File: src/rtl/periph_apb_pkg.sv
// ============================================================================
// Module   : periph_apb_pkg
// Purpose  : Shared state encoding and AXI response codes for the APB manager.
// Revision : 1.0
// ============================================================================
`default_nettype none

package periph_apb_pkg;

    typedef enum logic [1:0] {
        IDLE   = 2'd0,
        SETUP  = 2'd1,
        ACCESS = 2'd2,
        RESP   = 2'd3
    } apb_state_t;

    localparam logic [1:0] RESP_OKAY   = 2'b00;
    localparam logic [1:0] RESP_SLVERR = 2'b10;

endpackage

`default_nettype wire

File: src/rtl/periph_apb_timeout.sv
// ============================================================================
// Module   : periph_apb_timeout
// Purpose  : ACCESS-phase wait counter; expire_o flags the TIMEOUT_CYCLES-th
//            enabled cycle. Used only when PERIPH_AXIL2APB_TIMEOUT_EN is set.
// Revision : 1.0
// ============================================================================
`default_nettype none

module periph_apb_timeout #(
    parameter int TIMEOUT_CYCLES = 1024
) (
    input  logic clk_i,
    input  logic rstn_i,
    input  logic clear_i,
    input  logic enable_i,
    output logic expire_o
);

    localparam int CNT_WIDTH = $clog2(TIMEOUT_CYCLES + 1);

    logic [CNT_WIDTH-1:0] count;

    always_ff @(posedge clk_i or negedge rstn_i) begin
        if (!rstn_i) begin
            count <= '0;
        end else if (clear_i) begin
            count <= '0;
        end else if (enable_i && (count != CNT_WIDTH'(TIMEOUT_CYCLES))) begin
            count <= count + CNT_WIDTH'(1);
        end
    end

    // count holds the number of ACCESS cycles already spent before this one
    assign expire_o = enable_i && (count == CNT_WIDTH'(TIMEOUT_CYCLES - 1));

endmodule

`default_nettype wire

File: src/rtl/periph_axil2apb_mgr.sv
// ============================================================================
// Module   : periph_axil2apb_mgr
// Purpose  : AXI4-Lite to APB manager, one transfer outstanding, read/write
//            alternation on ties. Optional timeout: PERIPH_AXIL2APB_TIMEOUT_EN.
// Revision : 1.0
// ============================================================================
`default_nettype none

module periph_axil2apb_mgr
    import periph_apb_pkg::*;
#(
    parameter int ADDR_WIDTH     = 32,
    parameter int DATA_WIDTH     = 32,
    parameter int TIMEOUT_CYCLES = 1024
) (
    input  logic                    clk_i,
    input  logic                    rstn_i,
    input  logic                    awvalid_i,
    output logic                    awready_o,
    input  logic [ADDR_WIDTH-1:0]   awaddr_i,
    input  logic                    wvalid_i,
    output logic                    wready_o,
    input  logic [DATA_WIDTH-1:0]   wdata_i,
    input  logic [DATA_WIDTH/8-1:0] wstrb_i,
    output logic                    bvalid_o,
    input  logic                    bready_i,
    output logic [1:0]              bresp_o,
    input  logic                    arvalid_i,
    output logic                    arready_o,
    input  logic [ADDR_WIDTH-1:0]   araddr_i,
    output logic                    rvalid_o,
    input  logic                    rready_i,
    output logic [DATA_WIDTH-1:0]   rdata_o,
    output logic [1:0]              rresp_o,
    output logic                    psel_o,
    output logic                    penable_o,
    output logic                    pwrite_o,
    output logic [ADDR_WIDTH-1:0]   paddr_o,
    output logic [DATA_WIDTH-1:0]   pwdata_o,
    output logic [DATA_WIDTH/8-1:0] pstrb_o,
    input  logic [DATA_WIDTH-1:0]   prdata_i,
    input  logic                    pready_i,
    input  logic                    psuberr_i
);

    localparam int STRB_WIDTH = DATA_WIDTH / 8;

    apb_state_t              state;
    apb_state_t              state_next;
    logic                    last_was_write;
    logic                    write_q;
    logic [ADDR_WIDTH-1:0]   addr_q;
    logic [DATA_WIDTH-1:0]   wdata_q;
    logic [STRB_WIDTH-1:0]   strb_q;
    logic                    err_q;
    logic [DATA_WIDTH-1:0]   rdata_q;
    logic                    wr_cand;
    logic                    rd_cand;
    logic                    grant_wr;
    logic                    grant_rd;
    logic                    timeout_hit;

    // Ties go to whichever direction was not granted last
    always_comb begin
        wr_cand  = awvalid_i & wvalid_i;
        rd_cand  = arvalid_i;
        grant_wr = (state == IDLE) & rstn_i & wr_cand & (~rd_cand | ~last_was_write);
        grant_rd = (state == IDLE) & rstn_i & rd_cand & (~wr_cand | last_was_write);
    end

`ifdef PERIPH_AXIL2APB_TIMEOUT_EN
    periph_apb_timeout #(
        .TIMEOUT_CYCLES (TIMEOUT_CYCLES)
    ) u_timeout (
        .clk_i    (clk_i),
        .rstn_i   (rstn_i),
        .clear_i  (state == SETUP),
        .enable_i (state == ACCESS),
        .expire_o (timeout_hit)
    );
`else
    logic unused_timeout_cfg;
    assign timeout_hit        = 1'b0;
    assign unused_timeout_cfg = (TIMEOUT_CYCLES != 0);
`endif

    always_ff @(posedge clk_i or negedge rstn_i) begin
        if (!rstn_i) begin
            state <= IDLE;
        end else begin
            state <= state_next;
        end
    end

    always_comb begin
        state_next = state;
        case (state)
            IDLE:    if (grant_wr || grant_rd) state_next = SETUP;
            SETUP:   state_next = ACCESS;
            ACCESS:  if (pready_i || timeout_hit) state_next = RESP;
            RESP:    if (write_q ? bready_i : rready_i) state_next = IDLE;
            default: state_next = IDLE;
        endcase
    end

    always_ff @(posedge clk_i or negedge rstn_i) begin
        if (!rstn_i) begin
            last_was_write <= 1'b0;
            write_q        <= 1'b0;
            addr_q         <= '0;
            wdata_q        <= '0;
            strb_q         <= '0;
            err_q          <= 1'b0;
            rdata_q        <= '0;
        end else begin
            if (grant_wr || grant_rd) begin
                last_was_write <= grant_wr;
                write_q        <= grant_wr;
                addr_q         <= grant_wr ? awaddr_i : araddr_i;
                wdata_q        <= grant_wr ? wdata_i : '0;
                strb_q         <= grant_wr ? wstrb_i : '0;
            end
            // A timeout completion is treated as an error with no data
            if ((state == ACCESS) && (pready_i || timeout_hit)) begin
                err_q   <= ~pready_i | psuberr_i;
                rdata_q <= (pready_i && !psuberr_i) ? prdata_i : '0;
            end
        end
    end

    always_comb begin
        awready_o = grant_wr;
        wready_o  = grant_wr;
        arready_o = grant_rd;
        psel_o    = (state == SETUP) || (state == ACCESS);
        penable_o = (state == ACCESS);
        pwrite_o  = write_q;
        paddr_o   = addr_q;
        pwdata_o  = wdata_q;
        pstrb_o   = strb_q;
        bvalid_o  = (state == RESP) && write_q;
        rvalid_o  = (state == RESP) && !write_q;
        bresp_o   = (bvalid_o && err_q) ? RESP_SLVERR : RESP_OKAY;
        rresp_o   = (rvalid_o && err_q) ? RESP_SLVERR : RESP_OKAY;
        rdata_o   = rvalid_o ? rdata_q : '0;
    end

endmodule

`default_nettype wire

File: config.mk
export PLATFORM = sky130hd
export DESIGN_NAME = periph_axil2apb_mgr
export DESIGN_NICKNAME = d
export VERILOG_FILES = /design/src/rtl/periph_apb_pkg.sv /design/src/rtl/periph_apb_timeout.sv /design/src/rtl/periph_axil2apb_mgr.sv
export SDC_FILE = /design/constraint.sdc
export NUM_CORES = 1
export LEC_CHECK = 0
export ABC_CLOCK_PERIOD_IN_PS = 2520
export CORE_UTILIZATION = 42
export DETAILED_ROUTE_END_ITERATION = 12
export PLACE_DENSITY_LB_ADDON = 0.12
export SLEW_MARGIN = 10
export SYNTH_ARGS = -nofsm -noshare
export SYNTH_HDL_FRONTEND = slang
export SYNTH_SLANG_ARGS = --single-unit
File: constraint.sdc
create_clock -name clk_i -period 2.52 [get_ports clk_i]
set_input_delay 0.252 -clock clk_i [delete_from_list [all_inputs] [get_ports clk_i]]
set_output_delay 0.252 -clock clk_i [all_outputs]
set_load 0.005 [all_outputs]
==> results of run 1 <==
-- registers in the layout (all words and copies together) (netlist names) --
signal    count
pstrb_o       4
err_q         1
rdata_q      32
state         2
pwrite_o      1
paddr_o      32
pwdata_o     32
-- cells in the final DEF (no fill, tap or decap) --
cell type        netlist  routed
clkinv_8               0       1
o2111a_1               1       1
inv_1                  3       3
nand3_1                1       1
nand2_1               91      91
and3_1                 1       1
nand3b_1               1       1
a22oi_1               24      24
a32oi_1                1       1
buf_4                  4      11
o21ai_0               41      41
ha_1                   4       4
nand2b_1              33      33
dfrtp_1              104     104
a22o_1                36      36
inv_8                  0       2
nor2_1                 1       1
nor2b_1                1       1
clkdlybuf4s50_1        0     249
mux2i_1                9       9
and2_1                34      34
clkinv_4               0       3
dlygate4sd3_1          0       1
nand4_1                1       1
clkbuf_8               0       9
mux2_2                 2       2
a21oi_1                1       1
conb_1                 1       2
a21oi_4                0       1
buf_12                 0       1
inv_6                  0       1
a21o_1                 1       1
-- metal layers --
layer | vias to the layer above | wire length, um | part of all wire
li1 | 1929 | - | -
met1 | 1931 | 5050 | 0.39
met2 | 206 | 6530 | 0.51
met3 | 26 | 972 | 0.075
met4 | 0 | 376 | 0.029
met5 | - | 0 | 0
-- cell type report --
type / count / area share
clock inverters: 7 / 0.0101
well taps: 136 / 0.0233
multi-input cells: 287 / 0.235
repair buffers: 262 / 0.357
inverters: 3 / 0.00154
clock buffers: 9 / 0.0170
flip-flops and latches: 104 / 0.356
-- power by group through the flow --
| stage | logic (mW) | registers [mW] | clock network (mW) |
|---|---|---|---|
| 2_1_floorplan | 1.11 | 2.83 | 0 |
| 3_3_place_gp | 2.89 | 2.87 | 0 |
| 3_5_place_dp | 3.00 | 2.87 | 0 |
| 4_1_cts | 3.00 | 2.86 | 1.06 |
| 5_1_grt | 3.23 | 2.95 | 1.12 |
| 6_report | 2.96 | 2.86 | 1.02 |
-- cell families (layout without fill, tap and decap cells) --
kind of cell | Yosys count | in the layout
compound gates | 106 | 106
fa+ha+maj | 4 | 4
buf+inv | 37 | 281
flops | 104 | 104
mux | 11 | 11
other cells | 1 | 2
simple gates | 164 | 164
-- path summary, 6_finish.rpt --
check                                  startpoint                       end  slack, ns  cells past startpoint
setup / recovery             state[1]$_DFFE_PN0P_                rdata_o[0]       0.19                      5
setup reg to reg             state[0]$_DFFE_PN0P_  pwdata_o[16]$_DFFE_PN0P_       0.54                      7
hold reg to reg            rdata_q[8]$_DFFE_PN0P_    rdata_q[8]$_DFFE_PN0P_       0.48                      2
min in group clk_i                   awaddr_i[27]   paddr_o[27]$_DFFE_PN0P_       0.40                      3
hold / removal                             rstn_i      pwrite_o$_DFFE_PN0P_       0.32                      2
max in group asynchronous                  rstn_i    rdata_q[6]$_DFFE_PN0P_       0.68                      4
-- worst max-delay path, stage by stage (launching register included) --
cell             delay, ns
dfrtp_1               0.40
ha_1                  0.21
nor2b_1               0.14
buf_4                 0.29
and2_1                0.18
clkdlybuf4s50_1       0.51
-- metrics by stage --
stage                     power [mW]  hold slack, ns   util
after floorplan                 3.94         -0.0436      -
after global placement          5.76          0.0851  0.687
after detailed placement        5.87          0.0859  0.687
after CTS                       6.92           0.298  0.707
after global routing            7.30           0.299  0.707
final                           6.84           0.315  0.707
-- timing repair --
| action | CTS | global route |
|---|---|---|
| setup endpoints to repair | 0 | 0 |
| gates resized for setup | 0 | 0 |
| endpoints found under the hold margin | 5 | 0 |
| hold buffers | 1 | 0 |
==> flow_summary.toml, run 1 <==
[placed_design]
placed_cells = 791
dp_slack_ns = 0.486
io_buffers = 250
dp_hpwl_um = 9590
place_area_sq_mm = 0.00709
gp_congestion = 0.767

[logic_synthesis]
synth_top_area_share = 0.581
ys.flop_type = "dfrtp_1"
netlist_area_sq_mm = 0.00448
synthTopCellsByArea = "dfrtp_1, nand2_1, a22o_1"
synth-simple-area-share = 0.178
async_flop_share = 1.00
yosysSeqAreaShare = 0.581
ys_ff_latch = 104
synth_top_family_by_area = "simple AND/OR/NAND/NOR gates"
synth_top_cell_by_area = "dfrtp_1"
synth.distinct_cells = 29
ys.warnings.count = 0
synthAdderAreaFrac = 0.0112
synth.top_cells.by_count = "dfrtp_1, nand2_1, o21ai_0, a22o_1, and2_1"
synth_mux_area_frac = 0.0251
syn_avg_cell_area_sq_um = 10.5
yosysMostFrequentCell = "dfrtp_1"
synth_compound_area_frac = 0.166
netlist_instances = 427
synth-xor-area-share = 0
synth_edf_count = 0

[cts]
htree_levels = 3
cts_buffers = 9
cts_tree = "built"
cts-root-buf = "clkbuf_8"
cts_buffer_depth = 2
clkSinkCount = 104
clock_latency_ns = 0.36
post_cts_buffers = 0
clk_pin_slew_ns = 0.10

[detailed_routing]
drc = 0
firstDrtPassIters = 4
first_iter_violations = 210
drt.antenna.violating_nets = 0
via_count = 4092
viasPerCell = 5.06
wl_per_cell_um = 16.0
wirelength_um = 12900

[worst_setup_path]
cp_max_fo = 34
arrival_ns = 2.08
startpoint_type = "register"
crit_required_ns = 2.27
crit_type = "register to output pin"
worstSetupEndpointType = "output pin"

[finish]
fin_nets = 812
multi_input_area_sq_mm = 0.00172
diodes = 0
drive_above_1_share = 0.0461
layoutNonFillerInstCount = 808
filler_cell_count = 770
area_growth_pct = 62.9
fin_area_sq_mm = 0.00730
seq_area_sq_mm = 0.00260

[global_routing]
gr-usage-met2 = 0.404
grt_pass1_wl_um = 20400
grt_pass1_vias = 4141
gr-usage-met3 = 0.0569
grt-ovfl-total = 0
met1_usage = 0.283
top_usage_layer = "met2"
antenna_found_initial = 0
grt_max_degree = 78
grt_usage = 0.235

[pwr]
power.switching_mw = 2.17
p_leak_nw = 3.23
ir_worst_vdd_mv = 0.479
seq_power_share = 0.418
switching_share = 0.317
powerDensity_mw_per_mm2 = 936
p_int_mw = 4.67
clockPowerShare = 0.149
comb_power_share = 0.433

[sta]
timing.setup.tns_ns = 0
drv_slew = 0
slew_headroom = 0.409
fmaxAchievable_ghz = 0.429
finalCritPeriodShare = 0.925
rsz0062_at_grt = "no"
worstMarginPinSlew_ns = 0.887
finClkSkew_ns = 0.0175
layout_setup_ws_ns = 0.189
setup_viol = 0
period_needed_ns = 2.33
hold_violations = 0

[floorplanning]
core_area_sq_mm = 0.0103
io_pins = 253
fp.dieArea_sq_mm = 0.0111
initial_core_util = 0.434
fp-row-count = 37
die_h_um = 105
die_x_um = 105

[flow_run]
cap_violations = 0

[outcome]
status = "complete, no violations"

[worst_hold_path]
hold_class = "primary input to async pin"
(Power assumes the default switching activity.)
==> run 2, diff against run 1 <==
Settings changed: MAX_ROUTING_LAYER from default to met4.
==> flow_summary.toml, run 2 (synthesized netlist as in run 1, its figures left out) <==
[detailed_routing]
via_count = 4084
drt.antenna.violating_nets = 0
dr_wl_met3_um = 904
wl_met2_um = 6600
drt-met1-wl_um = 5090
firstDrtPassIters = 4
wirelength_um = 13000
first_iter_violations = 207
wl_per_cell_um = 16.0
maxUsedRoutingLayer = "met4"
viasPerCell = 5.05
drc = 0

[placed_design]
place_area_sq_mm = 0.00709
io_buffers = 250
gp_congestion = 0.777
dp_hpwl_um = 9590

[cts]
ctsHoldBuffers = 1
htree_levels = 3
cts_tree = "built"
clkSinkCount = 104
cts_buffers = 9
post_cts_buffers = 0
clock_latency_ns = 0.36
clk_pin_slew_ns = 0.10
cts-root-buf = "clkbuf_8"
cts_buffer_depth = 2
ctsResizeCount = 0

[floorplanning]
initial_core_util = 0.434
core_area_sq_mm = 0.0103
fp.dieArea_sq_mm = 0.0111
die_h_um = 105
die_x_um = 105
fp-row-count = 37
io_pins = 253

[pwr]
p_leak_nw = 3.23
ir_worst_vdd_mv = 0.474
switching_share = 0.317
clockPowerShare = 0.148
powerDensity_mw_per_mm2 = 936
power.switching_mw = 2.17
comb_power_share = 0.433
seq_power_share = 0.419
p_int_mw = 4.67

[sta]
setup_viol = 0
timing.setup.tns_ns = 0
rsz0062_at_grt = "no"
worstMarginPinSlew_ns = 0.889
period_needed_ns = 2.33
finClkSkew_ns = 0.0169
fmaxAchievable_ghz = 0.430
drv_slew = 0
hold_violations = 0
slew_headroom = 0.407
finalCritPeriodShare = 0.923

[global_routing]
grt_pass1_vias = 4129
antenna_found_initial = 0
grt_max_degree = 78
grt-ovfl-total = 0
grt_pass1_wl_um = 20300
grt_usage = 0.242

[worst_setup_path]
arrival_ns = 2.07
crit_required_ns = 2.27
crit_type = "register to output pin"
cp_max_fo = 34
worstSetupEndpointType = "output pin"
startpoint_type = "register"

[finish]
area_growth_pct = 62.9
drive_above_1_share = 0.0461
fin_area_sq_mm = 0.00730
final_cell_mix = "clkdlybuf4s50_1, dfrtp_1, nand2_1"
diodes = 0
final_common_cell = "clkdlybuf4s50_1"
fin_nets = 812

[worst_hold_path]
hold_class = "primary input to async pin"

[flow_run]
cap_violations = 0

[outcome]
status = "complete, no violations"
## run 2: per-layer routing
metal / vias up / GRT usage
li1: 1930 / -
met1: 1934 / 0.288
met2: 194 / 0.406
met3: 26 / 0.0489
met4: 0 / 0.0905
met5: - / -
## run 2: final timing paths
check | startpoint | to | slack [ns] | cells after the start
max | state[1]$_DFFE_PN0P_ | rdata_o[0] | 0.19 | 5
min | rstn_i | pwrite_o$_DFFE_PN0P_ | 0.32 | 2
max reg2reg | state[0]$_DFFE_PN0P_ | pwdata_o[16]$_DFFE_PN0P_ | 0.53 | 7
min reg2reg | rdata_q[8]$_DFFE_PN0P_ | rdata_q[8]$_DFFE_PN0P_ | 0.48 | 2
max in group asynchronous | rstn_i | paddr_o[0]$_DFFE_PN0P_ | 0.68 | 4
min in group clk_i | awaddr_i[27] | paddr_o[27]$_DFFE_PN0P_ | 0.41 | 3
## run 2: through the flow
step | hold WS [ns] | std cells | total power [mW] | util | worst slack (ns)
final | 0.317 | 808 | 6.84 | 0.707 | 0.193
after global placement | 0.0851 | 791 | 5.76 | 0.687 | 0.543
after floorplan | -0.0436 | 428 | 3.94 | - | 0.799
after CTS | 0.298 | 808 | 6.92 | 0.707 | 0.152
after global routing | 0.297 | 808 | 7.30 | 0.707 | 0.0489
after detailed placement | 0.0859 | 791 | 5.87 | 0.687 | 0.486
## run 2: final cells by class
type	instances	area, sq um
clock buffers	9	124
clock inverters	7	73.8
fillers	770	3020
inverters	3	11.3
multi-input cells	287	1720
flip-flops and latches	104	2600
well taps	136	170
repair buffers	262	2610
## run 2: power groups by stage
stage,sequential (mW),clock [mW],combinational [mW]
after floorplan,2.83,0,1.11
after global placement,2.87,0,2.89
after detailed placement,2.87,0,3.00
after CTS,2.86,1.06,3.00
after global routing,2.95,1.12,3.23
final,2.86,1.01,2.96
## run 2: worst max-delay path, stage by stage, from the launching register on
cell and delay, ns:
dfrtp_1 0.40, ha_1 0.21, nor2b_1 0.14, buf_4 0.28
and2_1 0.18, clkdlybuf4s50_1 0.51
==> run 3, diff against run 2 <==
Settings changed: CORE_ASPECT_RATIO from default to 0.75, CTS_CLUSTER_DIAMETER from default to 50.
==> flow_summary.toml, run 3 (synthesized netlist as in run 1, its figures left out) <==
[detailed_routing]
wl_per_cell_um = 16.2
firstDrtPassIters = 6
via_count = 4021
wirelength_um = 13100
drc = 0
viasPerCell = 4.96
first_iter_violations = 239
drt.antenna.violating_nets = 0

[global_routing]
grt-ovfl-total = 0
grt_usage = 0.241
grt_max_degree = 78
antenna_found_initial = 0
grt_pass1_wl_um = 19800
grt_pass1_vias = 3885

[finish]
layoutNonFillerInstCount = 810
fin_area_sq_mm = 0.00741
fin_nets = 814
drive_above_1_share = 0.0490
final_common_cell = "clkdlybuf4s50_1"
area_growth_pct = 65.4
diodes = 0
final_cell_mix = "clkdlybuf4s50_1, dfrtp_1, nand2_1"

[sta]
fmaxAchievable_ghz = 0.418
timing.setup.tns_ns = 0
drv_slew = 0
hold_violations = 0
finClkSkew_ns = 0.00846
period_needed_ns = 2.39
rsz0062_at_grt = "no"
slew_headroom = 0.399
setup_viol = 0
finalCritPeriodShare = 0.950
worstMarginPinSlew_ns = 0.899

[pwr]
total_power_mw = 7.16
powerDensity_mw_per_mm2 = 966
p_leak_nw = 3.27
ir_worst_vdd_mv = 0.509

[worst_setup_path]
path_cells = "dlygate4sd3_1 -> buf_4 -> buf_4 -> o2111a_1 -> clkdlybuf4s50_1"
arrival_ns = 2.14
worst_path_largest_cell_delay_ns = 0.57
r2r_start = "state[0]$_DFFE_PN0P_"
startpoint = "rstn_i"
r2r_slack_ns = 0.43
worst_path_max_delay_cell = "dlygate4sd3_1"
critical_path.top_delay_family = "buffers and inverters"
cpMostUsedCell = "buf_4"
crit_buf_inv = 4
worstSetupEndpointType = "output pin"
crit_type = "primary input to output pin"
cp_max_fo = 25
startpoint_type = "primary input"
crit_required_ns = 2.27

[cts]
ctsResizeCount = 0
cts_buffers = 9
htree_levels = 3
cts_tree = "built"
clock_latency_ns = 0.34
clkSinkCount = 104
cts-root-buf = "clkbuf_16"
cts_buffer_depth = 2
clk_pin_slew_ns = 0.07

[floorplanning]
fp.dieArea_sq_mm = 0.0111
initial_core_util = 0.434
core_area_sq_mm = 0.0103
die_h_um = 91.5
fp-row-count = 32
die_x_um = 121
io_pins = 253

[placed_design]
gp_congestion = 0.825
dp_hpwl_um = 9500
io_buffers = 250
place_area_sq_mm = 0.00710
placed_cells = 790

[worst_hold_path]
min_from = "awaddr_i[23]"
hold_class = "primary input to register"

[outcome]
status = "complete, no violations"

[flow_run]
cap_violations = 0
run 3: worst register-to-register path, cell delays in order, from the launching register on:
cell	delay [ns]
dfrtp_1	0.38
inv_1	0.13
ha_1	0.25
nand4_1	0.16
a21oi_4	0.26
buf_4	0.17
buf_12	0.24
mux2i_1	0.25
o21ai_0	0.11
run 3: final cells by class:
| cell class | instances | area (sq um) |
|---|---|---|
| timing repair buffer | 264 | 2630 |
| tap | 136 | 170 |
| inverter | 3 | 11.3 |
| clock inverter | 7 | 57.6 |
| sequential | 104 | 2600 |
| clock buffer | 9 | 225 |
| fill | 784 | 2920 |
| multi-input combinational | 287 | 1720 |
run 3: per-stage QoR:
stage	hold slack, ns	utilization	setup slack (ns)
2_1_floorplan	-0.0436	-	0.799
3_3_place_gp	0.290	0.687	0.478
3_5_place_dp	0.291	0.687	0.462
4_1_cts	0.424	0.716	0.0660
5_1_grt	0.439	0.718	0.0233
6_report	0.434	0.718	0.126
run 3: layer usage:
metal	up-vias	GRT usage	wire (um)
met5	-	-	0
met4	0	0.0761	297
met3	21	0.0540	800
met2	161	0.391	6470
met1	1910	0.299	5520
li1	1929	-	-
run 3: worst paths after layout:
check	endpoint	depth (start not counted)
setup / recovery	arready_o	5
min in group asynchronous	pwrite_o$_DFFE_PN0P_	3
hold reg to reg	rdata_q[10]$_DFFE_PN0P_	2
setup reg to reg	paddr_o[0]$_DFFE_PN0P_	8
hold / removal	paddr_o[23]$_DFFE_PN0P_	3
max in group asynchronous	rdata_q[24]$_DFFE_PN0P_	4
run 3: repair_timing:
action / 4_1_cts / 5_1_grt
endpoints found under the hold margin: 20 / 0
buffers inserted: 0 / 3
endpoints found under the setup margin: 0 / 2
hold buffers: 1 / 0
run 3: power breakdown:
part           switching, mW  leakage, nW  internal [mW]
Sequential             0.421         1.35           2.42
Clock                  0.639        0.128          0.679
Combinational           1.13         1.79           1.87
